File: src/rtl/text_pkg.sv
// Shared constants and encodings for the text line buffer:
// the font code of a blank cell, the control bytes, FSM states and byte classes.
package text_pkg;

  localparam logic [5:0] SPACE = 6'o40;

  localparam logic [7:0] BS = 8'h08;
  localparam logic [7:0] FF = 8'h0C;
  localparam logic [7:0] CR = 8'h0D;

  typedef enum logic {
    IDLE  = 1'b0,
    CLEAR = 1'b1
  } state_e;

  typedef enum logic [2:0] {
    K_PRINT  = 3'd0,
    K_BS     = 3'd1,
    K_CR     = 3'd2,
    K_FF     = 3'd3,
    K_IGNORE = 3'd4
  } kind_e;

endpackage

File: src/rtl/text_line_buffer_if.sv
// Byte-input handshake plus renderer read port and status for the text line buffer.
// The master side is the byte source / renderer; the slave side is the buffer.
interface text_line_buffer_if #(
  parameter int COLW = 3
);
  logic            char_valid;
  logic            char_ready;
  logic [7:0]      char_in;
  logic [COLW-1:0] rd_col;
  logic [5:0]      rd_code;
  logic [COLW-1:0] cursor;
  logic            busy;

  modport master (
    output char_valid,
    output char_in,
    output rd_col,
    input  char_ready,
    input  rd_code,
    input  cursor,
    input  busy
  );

  modport slave (
    input  char_valid,
    input  char_in,
    input  rd_col,
    output char_ready,
    output rd_code,
    output cursor,
    output busy
  );
endinterface

File: src/rtl/ascii_font_map.sv
// Combinational byte classifier: maps an ASCII byte to a 6-bit font code and
// a byte class so the line-buffer FSM only has to act on the class.
module ascii_font_map
  import text_pkg::*;
(
  input  logic [7:0] char_in,
  output logic [5:0] code,
  output kind_e      kind
);

  always_comb begin
    code = char_in[5:0];
    kind = K_IGNORE;
    if (char_in[7]) begin
      kind = K_IGNORE;
    end else if (char_in >= 8'h20 && char_in <= 8'h5F) begin
      kind = K_PRINT;
    end else if (char_in >= 8'h61 && char_in <= 8'h7A) begin
      // Folding to uppercase only disturbs the low six bits, so subtract there.
      code = char_in[5:0] - 6'h20;
      kind = K_PRINT;
    end else begin
      unique case (char_in)
        BS:      kind = K_BS;
        CR:      kind = K_CR;
        FF:      kind = K_FF;
        default: kind = K_IGNORE;
      endcase
    end
  end

endmodule

File: src/rtl/text_line_buffer.sv
// One-line character store feeding the VGA text renderer: accepts bytes,
// tracks the cursor, runs a one-entry-per-cycle clear, and serves a registered read port.
module text_line_buffer
  import text_pkg::*;
#(
  parameter int NCHARS = 8,
  parameter int COLW   = 3
) (
  input  logic                clk,
  input  logic                ar,
  text_line_buffer_if.slave   bus
);

  localparam logic [COLW-1:0] LAST_COL = COLW'(NCHARS - 1);
  localparam logic [COLW-1:0] ONE_COL  = COLW'(1);

  logic [5:0]      mem_q [NCHARS];
  logic [5:0]      mem_d [NCHARS];
  logic [COLW-1:0] cursor_q, cursor_d;
  logic [COLW-1:0] idx_q, idx_d;
  logic [5:0]      rd_code_q, rd_code_d;
  state_e          state_q, state_d;

  logic [5:0]      map_code;
  kind_e           map_kind;
  logic            xfer;
  logic [COLW-1:0] bs_col;

  ascii_font_map u_map (
    .char_in (bus.char_in),
    .code    (map_code),
    .kind    (map_kind)
  );

  assign bus.char_ready = (state_q == IDLE) & ~ar;
  assign bus.busy       = (state_q == CLEAR);
  assign bus.cursor     = cursor_q;
  assign bus.rd_code    = rd_code_q;

  assign xfer   = bus.char_valid & bus.char_ready;
  assign bs_col = cursor_q - ONE_COL;

  always_comb begin
    mem_d     = mem_q;
    cursor_d  = cursor_q;
    idx_d     = idx_q;
    state_d   = state_q;
    // Read samples the pre-write contents, giving read-before-write on a shared column.
    rd_code_d = mem_q[bus.rd_col];

    unique case (state_q)
      IDLE: begin
        if (xfer) begin
          unique case (map_kind)
            K_PRINT: begin
              mem_d[cursor_q] = map_code;
              cursor_d        = cursor_q + ONE_COL;
            end
            K_BS: begin
              if (cursor_q != '0) begin
                cursor_d      = bs_col;
                mem_d[bs_col] = SPACE;
              end
            end
            K_CR: begin
              cursor_d = '0;
            end
            K_FF: begin
              state_d = CLEAR;
              idx_d   = '0;
            end
            default: begin
            end
          endcase
        end
      end
      CLEAR: begin
        mem_d[idx_q] = SPACE;
        idx_d        = idx_q + ONE_COL;
        if (idx_q == LAST_COL) begin
          state_d  = IDLE;
          cursor_d = '0;
        end
      end
      default: begin
        state_d = IDLE;
      end
    endcase
  end

  always_ff @(posedge clk) begin
    if (ar) begin
      for (int i = 0; i < NCHARS; i++) begin
        mem_q[i] <= SPACE;
      end
      cursor_q  <= '0;
      idx_q     <= '0;
      rd_code_q <= SPACE;
      state_q   <= IDLE;
    end else begin
      for (int i = 0; i < NCHARS; i++) begin
        mem_q[i] <= mem_d[i];
      end
      cursor_q  <= cursor_d;
      idx_q     <= idx_d;
      rd_code_q <= rd_code_d;
      state_q   <= state_d;
    end
  end

endmodule

File: src/flat_wrapper.sv
// flat-port wrapper written by rule: the top's interface ports become plain ports
module text_line_buffer_flat import text_pkg::*;
#(
  parameter int NCHARS = 8,
  parameter int COLW   = 3
)
  (clk, ar, bus_char_valid, bus_char_in, bus_rd_col, bus_char_ready, bus_rd_code, bus_cursor, bus_busy);
  text_line_buffer_if #(.COLW(COLW)) bus_i ();
  input  logic clk;
  input  logic ar;
  input wire logic [$bits(bus_i.char_valid)-1:0] bus_char_valid;
  input wire logic [$bits(bus_i.char_in)-1:0] bus_char_in;
  input wire logic [$bits(bus_i.rd_col)-1:0] bus_rd_col;
  output wire logic [$bits(bus_i.char_ready)-1:0] bus_char_ready;
  output wire logic [$bits(bus_i.rd_code)-1:0] bus_rd_code;
  output wire logic [$bits(bus_i.cursor)-1:0] bus_cursor;
  output wire logic [$bits(bus_i.busy)-1:0] bus_busy;
  assign bus_i.char_valid = bus_char_valid;
  assign bus_i.char_in = bus_char_in;
  assign bus_i.rd_col = bus_rd_col;
  assign bus_char_ready = bus_i.char_ready;
  assign bus_rd_code = bus_i.rd_code;
  assign bus_cursor = bus_i.cursor;
  assign bus_busy = bus_i.busy;
  text_line_buffer #(.NCHARS(NCHARS), .COLW(COLW)) u_core (.clk(clk), .ar(ar), .bus(bus_i));
endmodule
File: config.mk
export PLATFORM = sky130hd
export DESIGN_NAME = text_line_buffer_flat
export DESIGN_NICKNAME = d
export VERILOG_FILES = /design/src/rtl/text_pkg.sv /design/src/rtl/text_line_buffer_if.sv /design/src/rtl/ascii_font_map.sv /design/src/rtl/text_line_buffer.sv /design/src/flat_wrapper.sv
export SDC_FILE = /design/constraint.sdc
export NUM_CORES = 1
export LEC_CHECK = 0
export CORE_ASPECT_RATIO = 0.8
export CORE_MARGIN = 2
export CORE_UTILIZATION = 34
export DETAILED_ROUTE_END_ITERATION = 7
export DONT_BUFFER_PORTS = 1
export GPL_ROUTABILITY_DRIVEN = 0
export PLACE_DENSITY = 0.45
export SLEW_MARGIN = 20
export SYNTH_ARGS = -nofsm -noshare
export SYNTH_HDL_FRONTEND = slang
export SYNTH_SLANG_ARGS = --single-unit
export TNS_END_PERCENT = 5
File: constraint.sdc
create_clock -name clk -period 3.1 [get_ports clk]
set_clock_uncertainty 0.15 [all_clocks]
set_input_delay 0.62 -clock clk [delete_from_list [all_inputs] [get_ports clk]]
set_output_delay 0.62 -clock clk [all_outputs]
set_load 0.05 [all_outputs]
==> results of run 1 <==
-- routing by layer --
layer  vias up  part of all wire (%)  global-route usage (%)
met5         -                     0                       0
met4         0                  0.49                    4.42
met3         2                   6.8                    4.52
met2        83                    39                    24.6
met1      1216                    54                    29.6
li1       1256                     -                       -
-- power groups by stage --
| stage | Clock [uW] | Sequential [uW] | Combinational, uW |
|---|---|---|---|
| after floorplan | 0 | 825 | 121 |
| after global placement | 0 | 821 | 153 |
| after detailed placement | 0 | 821 | 152 |
| after CTS | 958 | 804 | 153 |
| after global routing | 990 | 805 | 168 |
| final | 934 | 805 | 154 |
-- layout by cell type (no fill, tap or decap), types with 3 or more instances in the layout --
master     instances
mux4_2            12
o2bb2ai_1         40
ha_1               5
nand3b_1           3
o211a_1            7
nor2b_1            4
and2_1             4
o21ai_2            8
inv_1              6
mux2i_1            9
dfxtp_1           61
nor2_1            29
o21ai_0            9
a21oi_1           10
clkbuf_16          9
clkbuf_8           3
nand2_1           32
a31oi_1            4
or4b_1             4
or3_1              3
a22oi_1            3
nor3_1             4
buf_4             11
o31ai_1            6
nand3_1            9
-- layout make-up --
class	count	area [um2]
Fill cell	882	5440
Inverter	6	22.5
Clock inverter	3	20.0
Clock buffer	12	267
Sequential cell	61	1220
Tap cell	115	144
Timing Repair Buffer	11	82.6
Multi-Input combinational cell	240	1840
-- cells in the mapped netlist (3+ instances only) --
library cell | count | area, um2
o211a_1 | 7 | 70.1
or4b_1 | 4 | 40.0
mux2i_1 | 9 | 90.1
nor2b_1 | 4 | 25.0
clkbuf_1 | 8 | 30.0
a31oi_1 | 4 | 25.0
nand3_1 | 9 | 45.0
o21ai_2 | 8 | 70.1
nor2_1 | 29 | 109
or3_1 | 3 | 18.8
o21ai_0 | 9 | 45.0
ha_1 | 5 | 62.6
o2bb2ai_1 | 40 | 350
mux4_2 | 12 | 270
buf_1 | 4 | 15.0
inv_1 | 6 | 22.5
a22oi_1 | 3 | 22.5
and2_1 | 4 | 25.0
buf_2 | 4 | 20.0
a21oi_1 | 10 | 50.1
dfxtp_1 | 61 | 1220
nand2_1 | 32 | 120
o31ai_1 | 6 | 45.0
nor3_1 | 4 | 20.0
nand3b_1 | 3 | 22.5
-- sequential cells by signal, summed over array words and instances, names as in the netlist --
signal,count
u_core.bus.rd_code,6
u_core.mem_q,48
u_core.idx_q,3
u_core.bus.busy,1
u_core.bus.cursor,3
-- critical path: stages, from the launching register on --
cell and delay, ps:
dfxtp_1 470, inv_1 170, ha_1 220, and4b_1 270, nor2_1 400, buf_4 210, nand4_4 220, o21ai_2 390
o2bb2ai_1 160
-- per-stage QoR --
step                      hold WS, ps  setup slack, ps  area [um2]
after floorplan                   277              245        3160
after global placement            291              208        3310
after detailed placement          293              209        3310
after CTS                         211              394        3600
after global routing              206              198        3600
final                             217              342        3600
-- cells by family after synthesis --
group	count (synthesis)	synth area share (%)
AO/OA/AOI/OAI	103	26.1
XOR/XNOR	4	1.11
adder cells (fa/ha/maj)	5	1.98
buffers and inverters	23	3.13
flip-flops	61	38.7
multiplexers	22	11.8
AND/OR/NAND/NOR	106	17.3
-- worst paths after layout --
path                            slack [ps]                               end  depth (start not counted)                              start
worst max-delay path                   340     u_core.mem_q[24]$_SDFFE_PP0P_                          8  u_core.bus.cursor[1]$_SDFFE_PP0P_
worst min-delay path                   220  u_core.bus.rd_code[0]$_SDFF_PP0_                          1                                 ar
worst max register to register         340     u_core.mem_q[24]$_SDFFE_PP0P_                          8  u_core.bus.cursor[1]$_SDFFE_PP0P_
worst min register to register         310     u_core.mem_q[26]$_SDFFE_PP0P_                          1      u_core.mem_q[26]$_SDFFE_PP0P_
==> summary.md, run 1 <==
| Metric | Value |
|---|---|
| Status | complete, no violations |
| Vias per cell | 5.71 |
| Mapped Cells | 324 |
| Yosys reg bits | 61 |
| H-tree levels | 3 |
| # rows | 31 |
| Final Hold Viols | 0 |
| Post-synth EDFFs | 0 |
| Cell Pwr Density | 527 nW/um2 |
| I/O pins | 25 |
| Share of post-route cells with drive strength above 1 | 16.2% |
| Switching Power | 444 uW |
| TritonCTS clock tree | yes |
| IO buf count | 0 |
| Mapped Nets | 343 |
| # diodes | 0 |
| Post-CTS repair timing setup buffer count | 0 |
| Clock sinks | 61 |
| Final std cells w/o fill | 448 |
| Mapped cell area | 3160 um2 |
| Clk slew on worst S/H paths | 50 ps |
| Final nets | 348 |
| Placed wire-length estimate | 6580 um |
| Total iterations of the first detailed-routing run | 5 |
| FMAX | 0.363 GHz |
| Synth Area per Inst | 9.75 um2 |
| Sw frac | 23.5% |
| Chip Height | 90.2 um |
| Max_cap viols | 0 |
| Worst min-delay path class | in2reg |
| Seq pwr share | 42.5% |
| CP arrival | 2850 ps |
| Root Buffer | clkbuf_16 |
| Gr ovfl total | 0 |
| Initial antenna violation count | 0 |
| Final setup TNS | 0 ps |
| RSZ-0062 raised after global routing | no |
| Final min period | 2760 ps |
| Largest net degree at the start of global routing | 24 |
| Wirelength, routed | 8920 um |
| Combinational share of power | 8.2% |
| Critical path type | reg2reg |
| Post-cts resize count | 0 |
| Later-pin clock latency in the skew report | 320 ps |
| Clock tree buffer depth | 2 |
| Die area | 10,100 um2 |
| Starting Density | 35.0% |
| Via count | 2,557 |
| Async SR Flop Fraction | 0% |
| Slew Viols, Final | 0 |
| Predominant post-synthesis flop cell | dfxtp_1 |
| Area delta synth->final | 13.8% |
| Core Region | 9040 um2 |
| Final setup vio count | 0 |
| Post-layout util | 39.8% |
| Chip width | 112 um |
| Worst Tran Pin Value | 913 ps |
| Vias in the first global route | 2,473 |
| Setup crit start kind | flip-flop |
| Initial drt markers | 159 |
| Netlist cell types | 54 |
| Synthesis warning total | 0 |
| Placed insts | 433 |
| DRC errors left | 0 |
| Lkg Pwr | 0.00126 uW |
| Antenna-violating nets left | 0 |
| Max IR drop VDD | 0.301 mV |
| Post-CTS Hold Buffers | 0 |
| Crit. End Element | flip-flop |
| Sequential share of the synthesized area | 38.7% |
| Tot Pwr | 1890 uW |
| Final period util | 89.0% |
| Global-route wire length before repair | 14,500 um |
| Worst rel slew slack | 38.8% |
| Max FO, Critical Path | 8 |
| Clk pwr share | 49.3% |
| DR WL/cell | 19.9 um |
| Total Routing Usage GR | 18.6% |
| Required @ worst endpoint | 3190 ps |
| CTS Buf Count | 9 |
| Pint | 1450 uW |
Power figures use the tool's default switching activity.
==> inputs of run 2 (changes only) <==
--- a/config.mk
+++ b/config.mk
@@ -11,8 +11,7 @@
 export DETAILED_ROUTE_END_ITERATION = 7
 export DONT_BUFFER_PORTS = 1
 export GPL_ROUTABILITY_DRIVEN = 0
-export PLACE_DENSITY = 0.45
-export SLEW_MARGIN = 20
+export SLEW_MARGIN = 0
 export SYNTH_ARGS = -nofsm -noshare
 export SYNTH_HDL_FRONTEND = slang
 export SYNTH_SLANG_ARGS = --single-unit
==> summary.md, run 2 (synthesized netlist as in run 1, its figures left out) <==
| Metric | Value |
|---|---|
| Share of post-route cells with drive strength above 1 | 15.4% (was 16.2%) |
| CP Buf/Inv Count | 0 (was 2) |
| Gr ovfl total | 0 (unchanged) |
| Highest-count cells in the layout ignoring fill and taps | 61 x dfxtp_1, 40 x o2bb2ai_1, 32 x nand2_1, 29 x nor2_1, 12 x mux4_2 (unchanged) |
| Met3 Usage GRT | 4.18% (was 4.52%) |
| Worst min-delay path class | in2reg (unchanged) |
| GR peak layer | met1 (unchanged) |
| Met1 Resource Use GR | 26.7% (was 29.6%) |
| Total Routing Usage GR | 17.9% (was 18.6%) |
| Clock sinks | 61 (unchanged) |
| Final setup vio count | 0 (unchanged) |
| Placed wire-length estimate | 6280 um (was 6580 um) |
| Top reg by flops | u_core.mem_q (unchanged) |
| Tot Pwr | 2100 uW (was 1890 uW) |
| Area delta synth->final | 14.8% (was 13.8%) |
| Vias per cell | 6.10 (was 5.71) |
| Clk slew on worst S/H paths | 50 ps (about the same) |
| Crit. End Element | flip-flop (unchanged) |
| Final setup TNS | 0 ps (unchanged) |
| Final nets | 345 (was 348) |
| Clock tree buffer depth | 2 (unchanged) |
| Root Buffer | clkbuf_16 (unchanged) |
| Commonest non-fill, non-tap cell in the layout | dfxtp_1 (unchanged) |
| Critical path type | in2reg (was reg2reg) |
| Status | complete, no violations (unchanged) |
| Final Hold Viols | 0 (unchanged) |
| DRC errors left | 0 (unchanged) |
| Post-CTS repair timing setup buffer count | 0 (unchanged) |
| Wirelength, routed | 8850 um (was 8920 um) |
| Post-cts resize count | 0 (unchanged) |
| Vias in the first global route | 2,541 (was 2,473) |
| Met2 Use GR | 23.9% (was 24.6%) |
| Crit path max-delay family | compound AO/OA/AOI/OAI gates (was simple AND/OR/NAND/NOR gates) |
| Max_cap viols | 0 (unchanged) |
| Max IR drop VDD | 0.275 mV (was 0.301 mV) |
| # rows | 31 (unchanged) |
| Lkg Pwr | 0.00127 uW (was 0.00126 uW) |
| Later-pin clock latency in the skew report | 330 ps (was 320 ps) |
| CP peak stage delay | 570 ps (was 470 ps) |
| Slowest cell on crit path | a32oi_1 (was dfxtp_1) |
| Initial antenna violation count | 0 (unchanged) |
| Starting Density | 35.0% (unchanged) |
| Core Region | 9040 um2 (unchanged) |
| Worst Tran Pin Value | 887 ps (was 913 ps) |
| Total iterations of the first detailed-routing run | 5 (unchanged) |
| TritonCTS clock tree | yes (unchanged) |
| Setup crit start kind | input port (was flip-flop) |
| Worst path cell trace | or3_1 -> o32a_1 -> a32oi_1 -> nor2_2 -> nand2_1 -> o2bb2ai_1 (was inv_1 -> ha_1 -> and4b_1 -> nor2_1 -> buf_4 -> nand4_4 -> o21ai_2 -> o2bb2ai_1) |
| H-tree levels | 3 (unchanged) |
| Slew Viols, Final | 0 (unchanged) |
| R2R Setup Slk | 580 ps (was 340 ps) |
| FMAX | 0.388 GHz (was 0.363 GHz) |
| # diodes | 0 (unchanged) |
| Initial drt markers | 286 (was 159) |
| CTS Buf Count | 9 (unchanged) |
| Required @ worst endpoint | 3150 ps (was 3190 ps) |
| Max FFs per register | 48 (unchanged) |
| Die area | 10,100 um2 (unchanged) |
| Chip width | 112 um (unchanged) |
| Max FO, Critical Path | 8 (unchanged) |
| Antenna-violating nets left | 0 (unchanged) |
| Worst rel slew slack | 40.6% (was 38.8%) |
| Chip Height | 90.2 um (unchanged) |
| Final period util | 83.1% (was 89.0%) |
| Post-CTS Hold Buffers | 0 (unchanged) |
| IO buf count | 0 (unchanged) |
| DR WL/cell | 19.8 um (was 19.9 um) |
| Final min period | 2580 ps (was 2760 ps) |
| Global-route wire length before repair | 13,900 um (was 14,500 um) |
| I/O pins | 25 (unchanged) |
| Cell Pwr Density | 579 nW/um2 (was 527 nW/um2) |
| CP arrival | 2630 ps (was 2850 ps) |
| Via count | 2,719 (was 2,557) |
| Largest net degree at the start of global routing | 24 (unchanged) |
| RSZ-0062 raised after global routing | no (unchanged) |
| Worst hold slack | 208 ps (was 217 ps) |
==> run 2: cell count changes in the layout (fill, tap and decap cells not counted) <==
cell        delta
clkbuf_1       +1
clkinvlp_4     -1
clkinv_4       +1
bufinv_16      +3
buf_4          -3
clkbuf_8       -3
==> run 2: final timing paths <==
check                                          from                       endpoint  depth (start not counted)
setup reg to reg  u_core.bus.cursor[0]$_SDFFE_PP0P_  u_core.mem_q[21]$_SDFFE_PP0P_                          8
hold reg to reg       u_core.mem_q[27]$_SDFFE_PP0P_  u_core.mem_q[27]$_SDFFE_PP0P_                          1
hold / removal                                   ar     u_core.bus.busy$_SDFF_PP0_                          1
setup / recovery                     bus_char_in[1]  u_core.mem_q[13]$_SDFFE_PP0P_                          6
==> run 2: metrics by stage <==
stage               cells  utilization (%)  setup slack [ps]  instance area [um2]
floorplan             324                -               245                 3160
global placement      430             36.4               258                 3290
detailed placement    430             36.4               248                 3290
CTS                   446             40.1               579                 3630
global route          446             40.1               382                 3630
finish                446             40.1               524                 3630
==> run 2: cell type report <==
class                   count  area [um2]
fillers                   871        5410
clock inverters             6         111
clock buffers              10         229
well taps                 115         144
flip-flops and latches     61        1220
repair buffers              8        60.1
multi-input cells         240        1840
inverters                   6        22.5
==> run 2: worst register-to-register path, cell delays in order (launching register included) <==
cell       delay, ps
dfxtp_1          320
inv_1            120
ha_1             210
and4b_1          270
nor2_1           380
buf_4            210
nand4_4          230
o21ai_2          390
o2bb2ai_1        160
==> run 2: per-layer routing <==
layer / part of all wire [%] / vias up / wire, um
met4: 1.5 / 0 / 134
li1: - / 1261 / -
met3: 9.2 / 12 / 818
met1: 48 / 1319 / 4270
met2: 41 / 127 / 3630
met5: 0 / - / 0
==> run 2: where the power goes <==
group | internal [uW] | total (uW) | switching [uW]
logic | 54.1 | 154 | 99.8
clock network | 784 | 1140 | 358
registers | 794 | 804 | 9.35
total | 1630 | 2100 | 467
==> inputs of run 3 (changes only) <==
==> constraint.sdc (replaced) <==
create_clock -name clk -period 2.6 [get_ports clk]
set_clock_uncertainty 0.15 [all_clocks]
set_input_delay 0.52 -clock clk [delete_from_list [all_inputs] [get_ports clk]]
set_output_delay 0.52 -clock clk [all_outputs]
set_load 0.05 [all_outputs]
==> summary.md, run 3 (synthesized netlist as in run 1, its figures left out) <==
| Metric | Value |
|---|---|
| Die area | 10,100 um2 (unchanged) |
| FILL cells | 859 (was 871) |
| Largest net degree at the start of global routing | 24 (unchanged) |
| CTS Buf Count | 9 (unchanged) |
| Final min period | 2310 ps |
| Required @ worst endpoint | 2660 ps (was 3150 ps) |
| Final setup vio count | 0 (unchanged) |
| Antenna-violating nets left | 0 (unchanged) |
| Via count | 2,741 (was 2,719) |
| Chip width | 112 um (unchanged) |
| IO buf count | 0 (unchanged) |
| Clock sinks | 61 (unchanged) |
| Post-CTS Hold Buffers | 0 (unchanged) |
| Worst Tran Pin Value | 507 ps (was 887 ps) |
| Wirelength, routed | 8660 um (was 8850 um) |
| Final nets | 358 (was 345) |
| Worst path cell trace | buf_4 -> or3_1 -> and2_1 -> o31ai_1 -> o21ai_2 -> o2bb2ai_1 (was or3_1 -> o32a_1 -> a32oi_1 -> nor2_2 -> nand2_1 -> o2bb2ai_1) |
| Worst rel slew slack | 66.0% (was 40.6%) |
| Total Routing Usage GR | 17.9% (about the same) |
| Area delta synth->final | 18.1% (was 14.8%) |
| Crit. End Element | flip-flop (unchanged) |
| Tot Pwr | 2520 uW (was 2100 uW) |
| Vias per cell | 5.97 (was 6.10) |
| Lkg Pwr | 0.00134 uW (was 0.00127 uW) |
| Placed wire-length estimate | 6310 um (was 6280 um) |
| Final std cells w/o fill | 459 (was 446) |
| CP peak stage delay | 490 ps (was 570 ps) |
| Max FO, Critical Path | 8 (unchanged) |
| Post-CTS repair timing setup buffer count | 0 (unchanged) |
| Gr ovfl total | 0 (unchanged) |
| TritonCTS clock tree | yes (unchanged) |
| Final period util | 89.0% |
| DRC errors left | 0 (unchanged) |
| # diodes | 0 (unchanged) |
| Chip Height | 90.2 um (unchanged) |
| Cell Pwr Density | 675 nW/um2 (was 579 nW/um2) |
| Status | complete, no violations (unchanged) |
| Vias in the first global route | 2,590 (was 2,541) |
| Share of post-route cells with drive strength above 1 | 19.5% (was 15.4%) |
| Placed insts | 443 (was 430) |
| Commonest non-fill, non-tap cell in the layout | dfxtp_1 (unchanged) |
| CP arrival | 2370 ps (was 2630 ps) |
| Clock tree buffer depth | 2 (unchanged) |
| Final Hold Viols | 0 (unchanged) |
| Max FFs per register | 48 (unchanged) |
| Global-route wire length before repair | 14,200 um (was 13,900 um) |
| Post-cts resize count | 0 (unchanged) |
| H-tree levels | 3 (unchanged) |
| Slowest cell on crit path | or3_1 (was a32oi_1) |
| Critical path type | reg2reg (was in2reg) |
| Core Region | 9040 um2 (unchanged) |
| Root Buffer | clkbuf_16 (unchanged) |
| Final setup TNS | 0 ps (unchanged) |
| Worst min-delay path class | in2reg (unchanged) |
| Later-pin clock latency in the skew report | 330 ps (about the same) |
| Starting Density | 35.0% (unchanged) |
| FMAX | 0.432 GHz |
| Initial drt markers | 290 (was 286) |
| Max IR drop VDD | 0.477 mV (was 0.275 mV) |
| I/O pins | 25 (unchanged) |
| # rows | 31 (unchanged) |
| Slew Viols, Final | 0 (unchanged) |
| Initial antenna violation count | 0 (unchanged) |
| Total iterations of the first detailed-routing run | 5 (unchanged) |
| RSZ-0062 raised after global routing | no (unchanged) |
| Max_cap viols | 0 (unchanged) |
| Post-layout util | 41.3% (was 40.1%) |
| Setup crit start kind | flip-flop (was input port) |
| DR WL/cell | 18.9 um (was 19.8 um) |
| Top reg by flops | u_core.mem_q (unchanged) |
| Highest-count cells in the layout ignoring fill and taps | 59 x dfxtp_1, 40 x o2bb2ai_1, 32 x nand2_1, 28 x nor2_1, 21 x buf_4 (was 61 x dfxtp_1, 40 x o2bb2ai_1, 32 x nand2_1, 29 x nor2_1, 12 x mux4_2) |
| Clk slew on worst S/H paths | 50 ps (about the same) |
-- run 3: changes by cell type in the layout (fill, tap and decap cells not counted) --
cell / change
nor2_1: -1
buf_4: +13
dfxtp_2: +2
dfxtp_1: -2
nor2_2: +1
-- run 3: worst max-delay path, delay by kind of cell (launching register included) --
family / cells / cell delay [ps]
flip-flops: 1 / 310
buffers and inverters: 1 / 200
AND/OR/NAND/NOR: 2 / 720
AO/OA/AOI/OAI: 3 / 800
-- run 3: report_power, final --
group	total, uW	internal [uW]	switching [uW]
Clock	1370	935	432
Combinational	193	71.0	122
Sequential	958	947	11.0
-- run 3: final cells by class --
cell class | count | area [um2] | share of cell area (%)
multi-input cells | 240 | 1840 | 49.4
inverters | 6 | 22.5 | 0.604
repair buffers | 21 | 158 | 4.23
well taps | 115 | 144 | 3.86
clock buffers | 10 | 229 | 6.14
clock inverters | 6 | 111 | 2.99
flip-flops and latches | 61 | 1220 | 32.8
-- run 3: per-stage QoR --
stage,hold WS [ps],setup WS (ps),area [um2]
after floorplan,277,68.0,3160
after global placement,290,17.1,3390
after detailed placement,295,61.5,3390
after CTS,97.2,321,3730
after global routing,100,178,3730
final,105,287,3730
-- run 3: per-layer routing --
metal	global-route usage, %	share of wire, %
met1	26.9	49
met2	24.4	41
met3	5.53	7.6
met4	5.45	1.6
met5	0	0
-- run 3: final timing paths --
path | startpoint | end | slack (ps) | depth (start not counted)
max | u_core.bus.cursor[1]$_SDFFE_PP0P_ | u_core.mem_q[39]$_SDFFE_PP0P_ | 290 | 6
min | ar | u_core.bus.busy$_SDFF_PP0_ | 100 | 1
max reg2reg | u_core.bus.cursor[1]$_SDFFE_PP0P_ | u_core.mem_q[39]$_SDFFE_PP0P_ | 290 | 6
min reg2reg | u_core.mem_q[36]$_SDFFE_PP0P_ | u_core.mem_q[36]$_SDFFE_PP0P_ | 310 | 1
